$ cat src/rtl/layer_reader_pkg.sv
// Shared widths, memory-select encodings and FSM states for the layer result
// memory read-back path.
package layer_reader_pkg;

    localparam int ADDR_W = 12;
    localparam int DATA_W = 20;
    localparam int SEL_W  = 3;

    // Same select codes the convolution write side drives on csel
    localparam logic [SEL_W-1:0] L0_MEM0 = 3'd0;
    localparam logic [SEL_W-1:0] L0_MEM1 = 3'd1;
    localparam logic [SEL_W-1:0] L1_MEM0 = 3'd2;
    localparam logic [SEL_W-1:0] L1_MEM1 = 3'd3;
    localparam logic [SEL_W-1:0] L2_MEM0 = 3'd4;

    typedef enum logic [1:0] {
        IDLE,
        RUN,
        DRAIN,
        DONE
    } state_t;

endpackage

$ cat src/rtl/layer_reader_fifo.sv
// Small synchronous FIFO; the head entry is presented combinationally from the
// storage registers so a pushed word is visible the cycle after the push.
module sync_fifo #(
    parameter int WIDTH = 21,
    parameter int DEPTH = 4,
    localparam int PTR_W = $clog2(DEPTH),
    localparam int CNT_W = $clog2(DEPTH) + 1
) (
    input  logic             clk,
    input  logic             reset,
    input  logic             push,
    input  logic [WIDTH-1:0] push_data,
    input  logic             pop,
    output logic [WIDTH-1:0] head_data,
    output logic             full,
    output logic             empty,
    output logic [CNT_W-1:0] count
);

    logic [WIDTH-1:0] mem [DEPTH];
    logic [PTR_W-1:0] wr_ptr;
    logic [PTR_W-1:0] rd_ptr;

    always_ff @(posedge clk or posedge reset) begin
        if (reset) begin
            for (int i = 0; i < DEPTH; i++) mem[i] <= '0;
            wr_ptr <= '0;
            rd_ptr <= '0;
            count  <= '0;
        end else begin
            if (push) begin
                mem[wr_ptr] <= push_data;
                wr_ptr      <= wr_ptr + PTR_W'(1);
            end
            if (pop) rd_ptr <= rd_ptr + PTR_W'(1);
            case ({push, pop})
                2'b10:   count <= count + CNT_W'(1);
                2'b01:   count <= count - CNT_W'(1);
                default: count <= count;
            endcase
        end
    end

    assign head_data = mem[rd_ptr];
    assign full      = (count == CNT_W'(DEPTH));
    assign empty     = (count == '0);

endmodule

$ cat src/rtl/layer_reader.sv
// Streams a contiguous address range of one layer result memory out over a
// valid/ready port, prefetching into a credit-limited FIFO.
module layer_reader #(
    parameter int ADDR_W     = layer_reader_pkg::ADDR_W,
    parameter int DATA_W     = layer_reader_pkg::DATA_W,
    parameter int SEL_W      = layer_reader_pkg::SEL_W,
    parameter int FIFO_DEPTH = 4
) (
    input  logic              clk,
    input  logic              reset,
    input  logic              i_start,
    input  logic [SEL_W-1:0]  i_sel,
    input  logic [ADDR_W-1:0] i_base,
    input  logic [ADDR_W:0]   i_len,
    output logic              o_busy,
    output logic              o_crd,
    output logic [ADDR_W-1:0] o_caddr_rd,
    output logic [SEL_W-1:0]  o_csel,
    input  logic [DATA_W-1:0] i_cdata_rd,
    output logic              o_valid,
    input  logic              i_ready,
    output logic [DATA_W-1:0] o_data,
    output logic              o_last,
    output logic              o_done
);

    import layer_reader_pkg::*;

    localparam int CNT_W  = ADDR_W + 1;
    localparam int FCNT_W = $clog2(FIFO_DEPTH) + 1;
    localparam int OCC_W  = FCNT_W + 1;

    state_t            state, state_next;
    logic [ADDR_W-1:0] base_q;
    logic [CNT_W-1:0]  len_q;
    logic [CNT_W-1:0]  issued_q;
    logic [CNT_W-1:0]  delivered_q;
    logic              rd_last_p0;
    logic              rd_vld_p1;
    logic              rd_last_p1;

    logic              issue;
    logic              room;
    logic [OCC_W-1:0]  occ_ahead;
    logic [CNT_W-1:0]  cnt_base;
    logic [ADDR_W-1:0] addr_base;
    logic [CNT_W-1:0]  len_eff;

    logic              push;
    logic              pop;
    logic [DATA_W:0]   fifo_head;
    logic              fifo_full;
    logic              fifo_empty;
    logic [FCNT_W-1:0] fifo_count;

    // A read decided now lands in the FIFO two cycles later, so count every
    // word already buffered or in flight, crediting a pop happening this cycle.
    always_comb begin
        occ_ahead = OCC_W'(fifo_count) + OCC_W'(rd_vld_p1) + OCC_W'(o_crd) - OCC_W'(pop);
        room      = !fifo_full && (occ_ahead < OCC_W'(FIFO_DEPTH));
        cnt_base  = (state == IDLE) ? '0 : issued_q;
        addr_base = (state == IDLE) ? i_base : base_q;
        len_eff   = (state == IDLE) ? i_len : len_q;
    end

    always_comb begin
        state_next = state;
        issue      = 1'b0;
        case (state)
            IDLE: begin
                if (i_start) begin
                    state_next = (i_len == '0) ? DONE : RUN;
                    issue      = (i_len != '0);
                end
            end
            RUN: begin
                if (issued_q == len_q) state_next = DRAIN;
                else                   issue      = room;
            end
            DRAIN: begin
                if ((pop && (delivered_q + CNT_W'(1) == len_q)) ||
                    (fifo_empty && !o_crd && !rd_vld_p1))
                    state_next = DONE;
            end
            DONE:    state_next = IDLE;
            default: state_next = IDLE;
        endcase
    end

    // Stage p0: read strobe/address to memory; stage p1: data returns and is pushed
    always_ff @(posedge clk or posedge reset) begin
        if (reset) begin
            state       <= IDLE;
            o_busy      <= 1'b0;
            o_done      <= 1'b0;
            o_crd       <= 1'b0;
            o_caddr_rd  <= '0;
            o_csel      <= '0;
            base_q      <= '0;
            len_q       <= '0;
            issued_q    <= '0;
            delivered_q <= '0;
            rd_last_p0  <= 1'b0;
            rd_vld_p1   <= 1'b0;
            rd_last_p1  <= 1'b0;
        end else begin
            state      <= state_next;
            o_busy     <= (state_next != IDLE);
            o_done     <= (state_next == DONE);
            o_crd      <= issue;
            rd_vld_p1  <= o_crd;
            rd_last_p1 <= rd_last_p0;
            if (state == IDLE && i_start) begin
                o_csel      <= i_sel;
                base_q      <= i_base;
                len_q       <= i_len;
                issued_q    <= '0;
                delivered_q <= '0;
            end else if (pop) begin
                delivered_q <= delivered_q + CNT_W'(1);
            end
            if (issue) begin
                o_caddr_rd <= addr_base + cnt_base[ADDR_W-1:0];
                issued_q   <= cnt_base + CNT_W'(1);
                rd_last_p0 <= (cnt_base + CNT_W'(1) == len_eff);
            end
        end
    end

    assign push = rd_vld_p1;
    assign pop  = o_valid && i_ready;

    sync_fifo #(
        .WIDTH (DATA_W + 1),
        .DEPTH (FIFO_DEPTH)
    ) u_fifo (
        .clk       (clk),
        .reset     (reset),
        .push      (push),
        .push_data ({rd_last_p1, i_cdata_rd}),
        .pop       (pop),
        .head_data (fifo_head),
        .full      (fifo_full),
        .empty     (fifo_empty),
        .count     (fifo_count)
    );

    assign o_valid = !fifo_empty;
    assign o_data  = fifo_head[DATA_W-1:0];
    assign o_last  = o_valid && fifo_head[DATA_W];

    assert property (@(posedge clk) disable iff (reset) !(push && fifo_full && !pop));

endmodule
$ cat config.mk
export PLATFORM = sky130hd
export DESIGN_NAME = layer_reader
export DESIGN_NICKNAME = d
export VERILOG_FILES = /design/src/rtl/layer_reader_pkg.sv /design/src/rtl/layer_reader_fifo.sv /design/src/rtl/layer_reader.sv
export SDC_FILE = /design/constraint.sdc
export NUM_CORES = 1
export LEC_CHECK = 0
export BUFFER_PORTS_ARGS = -buffer_cell sky130_fd_sc_hd__clkbuf_2
export CORE_UTILIZATION = 60
export DETAILED_ROUTE_END_ITERATION = 16
export GPL_TIMING_DRIVEN = 1
export HOLD_SLACK_MARGIN = 0.12
export PLACE_DENSITY = 0.81
export SLEW_MARGIN = 25
export SYNTH_ARGS = -nofsm -noshare
export SYNTH_HDL_FRONTEND = slang
export SYNTH_SLANG_ARGS = --single-unit
$ cat constraint.sdc
create_clock -name clk -period 15.8 [get_ports clk]
set_input_delay 1.58 -clock clk [delete_from_list [all_inputs] [get_ports clk]]
set_output_delay 1.58 -clock clk [all_outputs]
set_load 0.01 [all_outputs]
# Yosys cells after proc, flatten, opt, wreduce, memory -nomap -nowiden
# Index checks and enable logic that the tools add are counted.
# totals
regBits	165
latchBits	0
mem_bits_rw	0
mem_bits_ro	0
in_bits	52
output_inout_bits	40
word_cells	89
memories	0
# op_classes
n_addsub	10
mul	0
n_div	0
n_lt_le_gt_ge	4
n_eq_ne	10
shifts	0
n_mux	22
n_bitwise	2
reduce_logical	21
# op_table
op	count
$bwmux W84	1
$mux W13	6
$mux W21	3
$bmux W21 S2	1
$demux W21 S2	1
$eq A13 B13 Y1	3
$add A13 B1 Y13 const B	2
$logic_not A13 Y1	1
$reduce_bool A13 Y1	1
$add A12 B12 Y12	1
$mux W12	1
$eq A2 B2 Y1 const B	4
$logic_and A1 B1 Y1	8
$mux W2	4
$pmux W2 S4	1
$reduce_bool A2 Y1	4
$ge A3 B3 Y1 const B	2
$not A2 Y3	2
$pmux W3 S2	1
$add A2 B1 Y2 const B	2
$add A3 B1 Y4	1
$add A4 B1 Y4	1
$eq A2 B1 Y1 const B	2
$logic_not A1 Y1	4
11 further kinds	12

# Depth between registers and ports, before layout
# Gate-level depths: netlist of run 1.
# logic_depth
ltp_word	9
depth_mapped	15
mapped_depth_nobuf	11

# Cells and area by module
# Synthesis of run 1 repeated with hierarchy kept, for this count alone.
# hier_totals
cells_unflattened	810
hier_area_um2	8789.7
# by_module_without_submodules
module	instances	cells_per_inst	area_per_inst_um2	seq_area_each_um2
layer_reader	1	570	4739.5	1851.8
sync_fifo	1	240	4050.1	2277.2

# Least setup slack after synthesis of run 1
# Ideal clock, no wire load.
# synth_path
kind	input to register
startpoint	input port i_ready
endpoint	register issued_q[9]
setup_time_ps	78
t_arrival_ps	3956
t_required_ps	15722
slack_ps	11766
stages	11
path_buffers	1
cell_sequence	o31ai_1 -> clkbuf_1 -> xor2_1 -> inv_1 -> ha_1 -> nand3_1 -> a211oi_1 -> a41o_1 -> nand3_4 -> or4_1 -> a21oi_1
# synth_between
elab_chain_cells	7
elab_cells_between_ends	8
cone_classes	add/sub: 1; order compare: 1; mux: 3; reduce/logical: 3
# synth_lines
item	line	text
start: declaration	layer_reader.sv:21	input logic i_ready,
$logic_and A1 B1 Y1 (*)	layer_reader.sv:131	assign pop = o_valid && i_ready;
$sub A4 B1 Y4 (*)	layer_reader.sv:59	occ_ahead = OCC_W'(fifo_count) + OCC_W'(rd_vld_p1) + OCC_W'(o_crd) - OCC_W'(pop);
$lt A4 B3 Y1 (*)	layer_reader.sv:60	room = !fifo_full && (occ_ahead < OCC_W'(FIFO_DEPTH));
$logic_and A1 B1 Y1 (*)	layer_reader.sv:60	
$mux W1 (*)	layer_reader.sv:77	if (issued_q == len_q) state_next = DRAIN;
$pmux W1 S2 (*)	layer_reader.sv:69	case (state)
$mux W13 / $reduce_bool A2 Y1 (equally long branches)	-	
end signal: assignment	layer_reader.sv:124	issued_q <= cnt_base + CNT_W'(1);
end: declaration	layer_reader.sv:36	logic [CNT_W-1:0] issued_q;
# Mark *: on every way between the ends. The rest lies on a longest branch, timed or not.
# A chain may end at the register's enable or synchronous reset.

# Worst setup path in the final report of run 1
# layout_path
startpoint	input port i_ready
endpoint	register o_caddr_rd[8]
# layout_between
elab_chain_cells	6
# layout_lines
item	line	text
$logic_and A1 B1 Y1	layer_reader.sv:131	
$sub A4 B1 Y4	layer_reader.sv:59	
$lt A4 B3 Y1	layer_reader.sv:60	
$logic_and A1 B1 Y1	layer_reader.sv:60	
$mux W1	layer_reader.sv:77	
$pmux W1 S2	layer_reader.sv:69	
net issue	layer_reader.sv:42	logic issue;
end signal: assignment	layer_reader.sv:123	o_caddr_rd <= addr_base + cnt_base[ADDR_W-1:0];
end: declaration	layer_reader.sv:17	output logic [ADDR_W-1:0] o_caddr_rd,
# The timed path passes the listed nets, and every way through them passes these cells.

==> results.sh, run 1 <==
export IMPL_worst_path_max_fanout=27
export IMPL_synth_distinct_cells=62
export IMPL_antenna_cells=0
export IMPL_place_area_sq_um=9400
export IMPL_fmax_ghz=0.253
export IMPL_area_growth_pct=12.8
export IMPL_p_per_area_nw_per_um2=202
export IMPL_via_per_inst=6.03
export IMPL_status="completed"
export IMPL_vias=6568
export IMPL_min_period_ps=3950
export IMPL_cts_hold_buffers=0
export IMPL_synth_edf_count=0
export IMPL_endpoint_kind="register"
export IMPL_syn_num_nets=899
export IMPL_crit_required_ps=16110
export IMPL_slew_violations=0
export IMPL_critical_path_class="in -> reg"
export IMPL_fin_util=0.705
export IMPL_ir_worst_vdd_mv=0.0960
export IMPL_clock_sinks=165
export IMPL_grt_pass1_wl_mm=32.1
export IMPL_avgSynthCellArea_sq_um=10.7
export IMPL_numPortBuffers=91
export IMPL_row_count=43
export IMPL_cts_setup_buffers=0
export IMPL_pre_cts_ws_ps=11430
export IMPL_clk_pin_slew_ps=60
export IMPL_hold_violations=0
export IMPL_async_flop_share=1.00
export IMPL_arrival_ps=4260
export IMPL_wl_per_cell_microns=18.1
export IMPL_min_from="rd_last_p0"
export IMPL_post_route_period_util=0.250
export IMPL_fp_dieW_microns=123
export IMPL_grt_overflow=0
export IMPL_worstHoldPathType="reg -> reg"
export IMPL_cap_viol_max_count=0
export IMPL_crit_path_start_kind="input port"
export IMPL_fin_hold_ws_ps=377
export IMPL_start_util=0.625
export IMPL_p_leak_nw=4.62
export IMPL_r2r_start="state[0]"
export IMPL_ys_ff_latch=165
export IMPL_timing_final_ws_setup_ps=11850
export IMPL_first_pass_iters=5
export IMPL_h_tree_depth=4
export IMPL_layout_cells_most_common="dfrtp_1"
export IMPL_synthCells=825
export IMPL_clock_latency_ps=420
export IMPL_drt_wl_total_mm=19.8
export IMPL_mostFrequentLayoutCells="dfrtp_1, nand2_1, clkbuf_2, mux2_2, xor2_1"
export IMPL_cts_root_buf="clkbuf_16"
export IMPL_cts_tree="done"
export IMPL_ys_seq_area_frac=0.467
export IMPL_fin_nets=972
export IMPL_finClkSkew_ps=7.20
export IMPL_syn_cell_area_sq_um=8840
export IMPL_design_area_sq_um=9970
export IMPL_layout_drive_gt1_share=0.275
export IMPL_top_level_ports=92
export IMPL_tightest_slew_ps=1080
export IMPL_initialDrtViolationCount=571
export IMPL_die_h_microns=123
export IMPL_cts_buffers_inserted=17
export IMPL_cts_resized=0
export IMPL_postRouteAntennaNets=0
export IMPL_synth_top_flop_cell="dfrtp_1"
export IMPL_drc=0
export IMPL_antenna_found_initial=0
export IMPL_grt_pass1_vias=6364
export IMPL_max_clock_path_buffers=2
export IMPL_core_area_sq_um=14100
export IMPL_tns_ps=0
export IMPL_setup_violations=0
export IMPL_ys_warn_count=0
export IMPL_gp_congestion=0.943
export IMPL_hpwl_mm=13.1
export IMPL_grt_max_degree=104
export IMPL_dieArea_sq_um=15200
export IMPL_track_usage=0.277
export IMPL_rsz0062_at_grt="no"
export IMPL_crit_start="i_ready"
export IMPL_slew_headroom=0.277
==> synth_stat cells, types with 3 or more instances <==
cell       count  share of area
o31ai_1        5         0.0042
a21o_1         5         0.0042
or2_2          3         0.0021
nor2b_1        8         0.0057
mux2i_1       11          0.012
xnor2_1       22          0.022
a32o_1         4         0.0045
o2111ai_1      4         0.0040
nand4_1        9         0.0064
and3_1         9         0.0064
buf_2         10         0.0057
xor2_1        35          0.035
buf_1          8         0.0034
and2_1        10         0.0071
nand3b_1       4         0.0034
nand2_1      167          0.071
nor3_1         8         0.0045
nor2_1        29          0.012
inv_1         17         0.0072
dfrtp_1      165           0.47
a21oi_1       18          0.010
o21ai_0       32          0.018
a211oi_1       5         0.0042
clkbuf_1      25          0.011
mux2_2        88           0.11
mux4_2        21          0.053
ha_1          20          0.028
nor4_1         6         0.0042
o41ai_1        4         0.0040
a31oi_1        5         0.0035
nand3_1       18          0.010
nand2b_1       6         0.0042
nor4b_1        3         0.0030
or3_1          5         0.0035
==> where the power goes <==
part | switching [mW] | internal [mW]
Sequential | 0.157 | 0.601
Clock | 0.169 | 0.230
Combinational | 0.439 | 0.419
Total | 0.765 | 1.25
==> final timing paths <==
kind / to / slack [ps] / cells past startpoint
worst max-delay path: o_caddr_rd[8] / 11850 / 11
worst max register to register: rd_last_p0 / 12180 / 8
min in group asynchronous: u_fifo.mem[46] / 1330 / 2
worst min-delay path: rd_last_p1 / 380 / 0
max in group asynchronous: delivered_q[4] / 13090 / 3
worst min register to register: rd_last_p1 / 380 / 0
==> metrics by stage <==
| step | power [mW] | std cells |
|---|---|---|
| after floorplan | 1.36 | 825 |
| after global placement | 1.57 | 1059 |
| after detailed placement | 1.61 | 1059 |
| after CTS | 2.02 | 1090 |
| after global routing | 2.15 | 1090 |
| final | 2.02 | 1090 |
==> final cells by class <==
type | count | area, sq um
multi-input combinational | 599 | 4480
fill | 1047 | 4180
sequential | 165 | 4130
timing repair buffer | 97 | 500
clock buffer | 22 | 474
tap | 180 | 225
clock inverter | 9 | 93.8
inverter | 18 | 72.6
==> flip-flops by register name, indices dropped and copies added (netlist names), 2 cells and up <==
| register | flops |
|---|---|
| base_q | 12 |
| delivered_q | 13 |
| issued_q | 13 |
| len_q | 13 |
| o_caddr_rd | 12 |
| o_csel | 3 |
| state | 2 |
| u_fifo.count | 3 |
| u_fifo.mem | 84 |
| u_fifo.rd_ptr | 2 |
| u_fifo.wr_ptr | 2 |
==> critical path, cell delays in order <==
cell	delay [ps]
clkbuf_2	80
o31ai_1	60
buf_4	190
or2_2	310
ha_1	300
a21oi_1	210
a211oi_1	110
a41o_1	340
a31oi_4	630
inv_2	150
mux2_2	310
==> cells by family (layout without fill, tap and decap cells) <==
group | count (synthesis) | after routing | share of synthesized area
xor+xnor | 57 | 57 | 0.0565
compound gates | 105 | 105 | 0.0831
simple gates | 295 | 295 | 0.155
mux | 120 | 120 | 0.178
flops | 165 | 165 | 0.467
buf+inv | 61 | 146 | 0.0273
fa+ha+maj | 22 | 22 | 0.0328
==> metal layers <==
layer | share of wire | vias up | wire (microns) | GRT usage
li1 | - | 3075 | - | -
met1 | 0.44 | 3260 | 8770 | 0.374
met2 | 0.49 | 199 | 9670 | 0.451
met3 | 0.052 | 34 | 1040 | 0.0632
met4 | 0.015 | 0 | 303 | 0.0768
met5 | 0 | - | 0 | 0
Power figures use the tool's default switching activity.
==> inputs of run 2 (changes only) <==
--- a/config.mk
+++ b/config.mk
@@ -6,11 +6,11 @@
 export NUM_CORES = 1
 export LEC_CHECK = 0
 export BUFFER_PORTS_ARGS = -buffer_cell sky130_fd_sc_hd__clkbuf_2
-export CORE_UTILIZATION = 60
+export CORE_UTILIZATION = 59
 export DETAILED_ROUTE_END_ITERATION = 16
 export GPL_TIMING_DRIVEN = 1
 export HOLD_SLACK_MARGIN = 0.12
-export PLACE_DENSITY = 0.81
+export PLACE_DENSITY = 0.8
 export SLEW_MARGIN = 25
 export SYNTH_ARGS = -nofsm -noshare
 export SYNTH_HDL_FRONTEND = slang
==> constraint.sdc (replaced) <==
create_clock -name clk -period 3.8 [get_ports clk]
set_input_delay 0.38 -clock clk [delete_from_list [all_inputs] [get_ports clk]]
set_output_delay 0.38 -clock clk [all_outputs]
set_load 0.01 [all_outputs]
==> results.sh, run 2 (same netlist as run 1, synthesis figures left out) <==
export IMPL_worst_path_max_fanout=16
export IMPL_worstHoldPathType="in -> async"
export IMPL_mostFrequentLayoutCells="nand2_1, dfrtp_1, clkbuf_2, mux2_2, xor2_1"
export IMPL_largest_reg_flops=84
export IMPL_min_period_ps=3230
export IMPL_pre_cts_ws_ps=580
export IMPL_postRouteAntennaNets=0
export IMPL_clk_pin_slew_ps=70
export IMPL_hold_violations=0
export IMPL_antenna_cells=0
export IMPL_h_tree_depth=4
export IMPL_arrival_ps=3600
export IMPL_post_route_period_util=0.851
export IMPL_slew_violations=0
export IMPL_cts_setup_buffers=0
export IMPL_cts_root_buf="clkbuf_16"
export IMPL_cts_buffers_inserted=17
export IMPL_finClkSkew_ps=12.8
export IMPL_via_per_inst=6.02
export IMPL_clock_sinks=165
export IMPL_clock_latency_ps=440
export IMPL_top_level_ports=92
export IMPL_timing_final_ws_setup_ps=567
export IMPL_crit_path_start_kind="register"
export IMPL_dpl_cell_count=1069
export IMPL_cap_viol_max_count=0
export IMPL_r2r_end="issued_q[9]"
export IMPL_dieArea_sq_um=15500
export IMPL_drt_wl_total_mm=19.2
export IMPL_core_area_sq_um=14600
export IMPL_grt_pass1_vias=6509
export IMPL_slew_headroom=0.301
export IMPL_place_area_sq_um=9460
export IMPL_die_h_microns=124
export IMPL_crit_path_end="issued_q[9]"
export IMPL_wl_per_cell_microns=17.4
export IMPL_largest_register="u_fifo.mem"
export IMPL_fp_dieW_microns=124
export IMPL_design_area_sq_um=10000
export IMPL_start_util=0.606
export IMPL_cts_tree="done"
export IMPL_max_clock_path_buffers=2
export IMPL_critical_path_class="reg -> reg"
export IMPL_fin_nets=978
export IMPL_vias=6631
export IMPL_hpwl_mm=13.1
export IMPL_gp_congestion=0.938
export IMPL_crit_start="u_fifo.count[0]"
export IMPL_grt_max_degree=166
export IMPL_rsz0062_at_grt="no"
export IMPL_regToRegSetupSlack_ps=570
export IMPL_tightest_slew_ps=1050
export IMPL_first_pass_iters=6
export IMPL_initialDrtViolationCount=576
export IMPL_layout_cells_most_common="nand2_1"
export IMPL_rr_worst_depth=10
export IMPL_row_count=44
export IMPL_grt_pass1_wl_mm=32.2
export IMPL_setup_violations=0
export IMPL_endpoint_kind="register"
export IMPL_cts_resized=0
export IMPL_crit_family="compound AO/OA/AOI/OAI gates"
export IMPL_fin_cells=1101
export IMPL_antenna_found_initial=0
export IMPL_area_growth_pct=13.3
export IMPL_p_leak_nw=4.65
export IMPL_r2r_start="u_fifo.count[0]"
export IMPL_crit_required_ps=4170
export IMPL_track_usage=0.262
export IMPL_status="completed"
export IMPL_tns_ps=0
export IMPL_crit_cells=10
export IMPL_layout_drive_gt1_share=0.277
export IMPL_fmax_ghz=0.309
export IMPL_crit_buf_inv=1
export IMPL_p_per_area_nw_per_um2=835
export IMPL_critical_path_max_stage_delay_ps=550
export IMPL_ir_worst_vdd_mv=0.450
export IMPL_numPortBuffers=91
export IMPL_cpMaxStageDelayCell="or4_1"
export IMPL_fill_cells=1066
export IMPL_path_cells="o31ai_1, xor2_1, inv_1, ha_1, nand3_1, a211oi_1, a41o_1, nand3_4, or4_1, a21oi_1"
export IMPL_grt_overflow=0
export IMPL_drc=0
export IMPL_fin_util=0.687
export IMPL_cts_hold_buffers=0
-- run 2: cell count changes in the layout (fill, tap and decap cells not counted), moves of 2 or more --
cell / delta
nand2_1: +2
nand2_2: -2
buf_4: +5
clkbuf_8: -3
-- run 2: worst min-delay path by stage --
| stage | startpoint | end | slack, ps | depth (start not counted) |
|---|---|---|---|---|
| finish | reset | u_fifo.mem[38] | 130 | 3 |
| global route | i_sel[1] | o_csel[1] | 140 | 3 |
| CTS | i_sel[2] | o_csel[2] | 130 | 3 |
| detailed placement | rd_last_p0 | rd_last_p1 | 390 | 0 |
| global placement | rd_last_p0 | rd_last_p1 | 380 | 0 |
| floorplan | rd_last_p0 | rd_last_p1 | 350 | 0 |
-- run 2: through the flow --
stage | total power [mW] | hold slack (ps)
after floorplan | 5.67 | 354
after global placement | 6.56 | 385
after detailed placement | 6.70 | 392
after CTS | 8.39 | 129
after global routing | 8.91 | 142
final | 8.36 | 132
-- run 2: worst reg2reg max path, stage by stage (launching register included) --
cell      delay [ps]
dfrtp_1          450
o31ai_1          370
xor2_1           350
inv_1            100
ha_1             300
nand3_1          100
a211oi_1         250
a41o_1           320
nand3_4          220
or4_1            560
a21oi_1          150
-- run 2: layout make-up --
type	count	area, sq um	share of cell area
sequential	165	4130	0.412
tap	184	230	0.0230
clock buffer	20	437	0.0436
clock inverter	12	120	0.0120
inverter	18	71.3	0.00712
timing repair buffer	103	558	0.0557
multi-input combinational	599	4470	0.447
-- run 2: metal layers --
layer	vias up	wire (microns)	share of wire	track usage
met4	0	382	0.020	0.0928
met5	-	0	0	0
met1	3265	8310	0.43	0.357
li1	3067	-	-	-
met3	34	1340	0.070	0.0614
met2	265	9150	0.48	0.412
-- run 2: power breakdown --
group / total (mW) / leakage [nW] / internal, mW / switching, mW
clock: 1.66 / 0.272 / 0.914 / 0.744
sequential: 3.07 / 2.03 / 2.50 / 0.570
combinational: 3.64 / 2.35 / 1.77 / 1.86
total: 8.36 / 4.65 / 5.19 / 3.18
==> inputs of run 3 (changes only) <==
--- a/config.mk
+++ b/config.mk
@@ -6,11 +6,11 @@
 export NUM_CORES = 1
 export LEC_CHECK = 0
 export BUFFER_PORTS_ARGS = -buffer_cell sky130_fd_sc_hd__clkbuf_2
-export CORE_UTILIZATION = 59
+export CORE_UTILIZATION = 60
 export DETAILED_ROUTE_END_ITERATION = 16
 export GPL_TIMING_DRIVEN = 1
 export HOLD_SLACK_MARGIN = 0.12
-export PLACE_DENSITY = 0.8
+export PLACE_DENSITY = 0.81
 export SLEW_MARGIN = 25
 export SYNTH_ARGS = -nofsm -noshare
 export SYNTH_HDL_FRONTEND = slang
==> constraint.sdc (replaced) <==
create_clock -name clk -period 3.9 [get_ports clk]
set_input_delay 0.39 -clock clk [delete_from_list [all_inputs] [get_ports clk]]
set_output_delay 0.39 -clock clk [all_outputs]
set_load 0.01 [all_outputs]
==> results.sh, run 3 (same netlist as run 1, synthesis figures left out) <==
export IMPL_status="completed"
export IMPL_rsz0062_at_grt="no"
export IMPL_timing_final_ws_setup_ps=497
export IMPL_first_pass_iters=6
export IMPL_clock_sinks=165
export IMPL_multi_input_area_sq_um=4470
export IMPL_cts_tree="done"
export IMPL_min_period_ps=3400
export IMPL_die_h_microns=123
export IMPL_vias=6435
export IMPL_cap_viol_max_count=0
export IMPL_fp_dieW_microns=123
export IMPL_largest_reg_flops=84
export IMPL_gp_congestion=0.924
export IMPL_slew_headroom=0.291
export IMPL_fin_nets=978
export IMPL_seq_area_sq_um=4130
export IMPL_slew_violations=0
export IMPL_cpMaxStageDelayCell="a31oi_4"
export IMPL_finClkSkew_ps=6.33
export IMPL_top_level_ports=92
export IMPL_crit_required_ps=4210
export IMPL_fill_cells=1072
export IMPL_cts_setup_buffers=0
export IMPL_postRouteAntennaNets=0
export IMPL_design_area_sq_um=10100
export IMPL_ir_worst_vdd_mv=0.474
export IMPL_cts_buffers_inserted=17
export IMPL_via_per_inst=5.87
export IMPL_grt_max_degree=76
export IMPL_min_from="i_sel[2]"
export IMPL_layout_cells_most_common="nand2_1"
export IMPL_antenna_cells=0
export IMPL_grt_pass1_wl_mm=32.2
export IMPL_worstHoldPathType="in -> reg"
export IMPL_hpwl_mm=13.3
export IMPL_endpoint_kind="register"
export IMPL_place_area_sq_um=9440
export IMPL_setup_violations=0
export IMPL_rr_worst_depth=10
export IMPL_clk_pin_slew_ps=70
export IMPL_r2r_start="u_fifo.count[0]"
export IMPL_regToRegSetupSlack_ps=500
export IMPL_post_route_period_util=0.873
export IMPL_cts_root_buf="clkbuf_16"
export IMPL_drt_wl_total_mm=19.1
export IMPL_antenna_found_initial=0
export IMPL_layout_drive_gt1_share=0.277
export IMPL_core_area_sq_um=14100
export IMPL_hold_violations=0
export IMPL_numPortBuffers=91
export IMPL_dieArea_sq_um=15200
export IMPL_p_leak_nw=4.66
export IMPL_tns_ps=0
export IMPL_hold_depth=3
export IMPL_wl_per_cell_microns=17.4
export IMPL_min_to="o_csel[2]"
export IMPL_grt_overflow=0
export IMPL_crit_path_start_kind="register"
export IMPL_track_usage=0.276
export IMPL_tightest_slew_ps=1060
export IMPL_clock_latency_ps=420
export IMPL_max_clock_path_buffers=2
export IMPL_initialDrtViolationCount=490
export IMPL_p_per_area_nw_per_um2=813
export IMPL_fin_util=0.711
export IMPL_fmax_ghz=0.294
export IMPL_start_util=0.625
export IMPL_area_growth_pct=13.8
export IMPL_largest_register="u_fifo.mem"
export IMPL_grt_pass1_vias=6543
export IMPL_worst_path_max_fanout=27
export IMPL_pre_cts_ws_ps=542
export IMPL_mostFrequentLayoutCells="nand2_1, dfrtp_1, clkbuf_2, mux2_2, xor2_1"
export IMPL_row_count=43
export IMPL_h_tree_depth=4
export IMPL_arrival_ps=3720
export IMPL_critical_path_max_stage_delay_ps=610
export IMPL_r2r_end="o_caddr_rd[8]"
export IMPL_critical_path_class="reg -> reg"
export IMPL_drc=0
export IMPL_path_cells="o31ai_1, xor2_1, inv_1, ha_1, a21oi_1, a211oi_1, a41o_1, a31oi_4, inv_2, mux2_2"
[run 3: changes by cell type in the layout (fill, tap and decap cells not counted)]
cell and delta:
buf_4 -2, clkinvlp_4 +2, inv_6 -2, buf_12 +1
bufinv_16 +1, clkbuf_1 -1, clkbuf_8 +1, clkinv_2 -1
clkinv_4 -1, dlygate4sd3_1 +1, inv_8 +1
[run 3: worst max path at each step]
stage / start / to / slack (ps)
final: u_fifo.count[0] / o_caddr_rd[8] / 500
after global routing: u_fifo.count[0] / o_caddr_rd[8] / 230
after CTS: u_fifo.count[0] / o_caddr_rd[8] / 520
after detailed placement: u_fifo.count[0] / o_caddr_rd[8] / 540
after global placement: u_fifo.count[0] / o_caddr_rd[8] / 650
after floorplan: state[1] / o_caddr_rd[10] / 660
[run 3: timing repair]
item	4_1_cts	5_1_grt
endpoints found under the hold margin	0	12
setup endpoints to repair	0	0
resized for setup	0	0
hold buffers	0	1
[run 3: area by class of cell]
class,instances,share of cell area
multi-input combinational,599,0.445
tap,180,0.0224
sequential,165,0.410
clock buffer,20,0.0444
inverter,18,0.00709
clock inverter,12,0.0144
timing repair buffer,103,0.0569
[run 3: power breakdown]
group	internal [mW]	switching (mW)
registers	2.43	0.583
logic	1.71	1.77
clock network	0.973	0.707
total	5.12	3.06
[run 3: per-layer routing]
metal,global-route usage,wire length [microns],vias to the layer above
li1,-,-,3084
met1,0.360,8310,3176
met2,0.472,9630,160
met3,0.0577,1000,15
met4,0.0610,141,0
met5,0,0,-
[run 3: through the flow]
stage	power [mW]	instances	hold WS, ps
6_report	8.18	1097	155
5_1_grt	8.80	1097	156
4_1_cts	8.23	1095	142
3_5_place_dp	6.52	1063	386
3_3_place_gp	6.36	1063	366
2_1_floorplan	5.52	825	354
[run 3: critical path: cells and delay by family (launching register included)]
family                     cells  cell delay (ps)
muxes                          1              310
xor gates and xnor gates       1              350
adders and majority gates      1              190
buffers and inverters          2              250
AOI/OAI and AO/OA              5             1740
DFF                            1              440
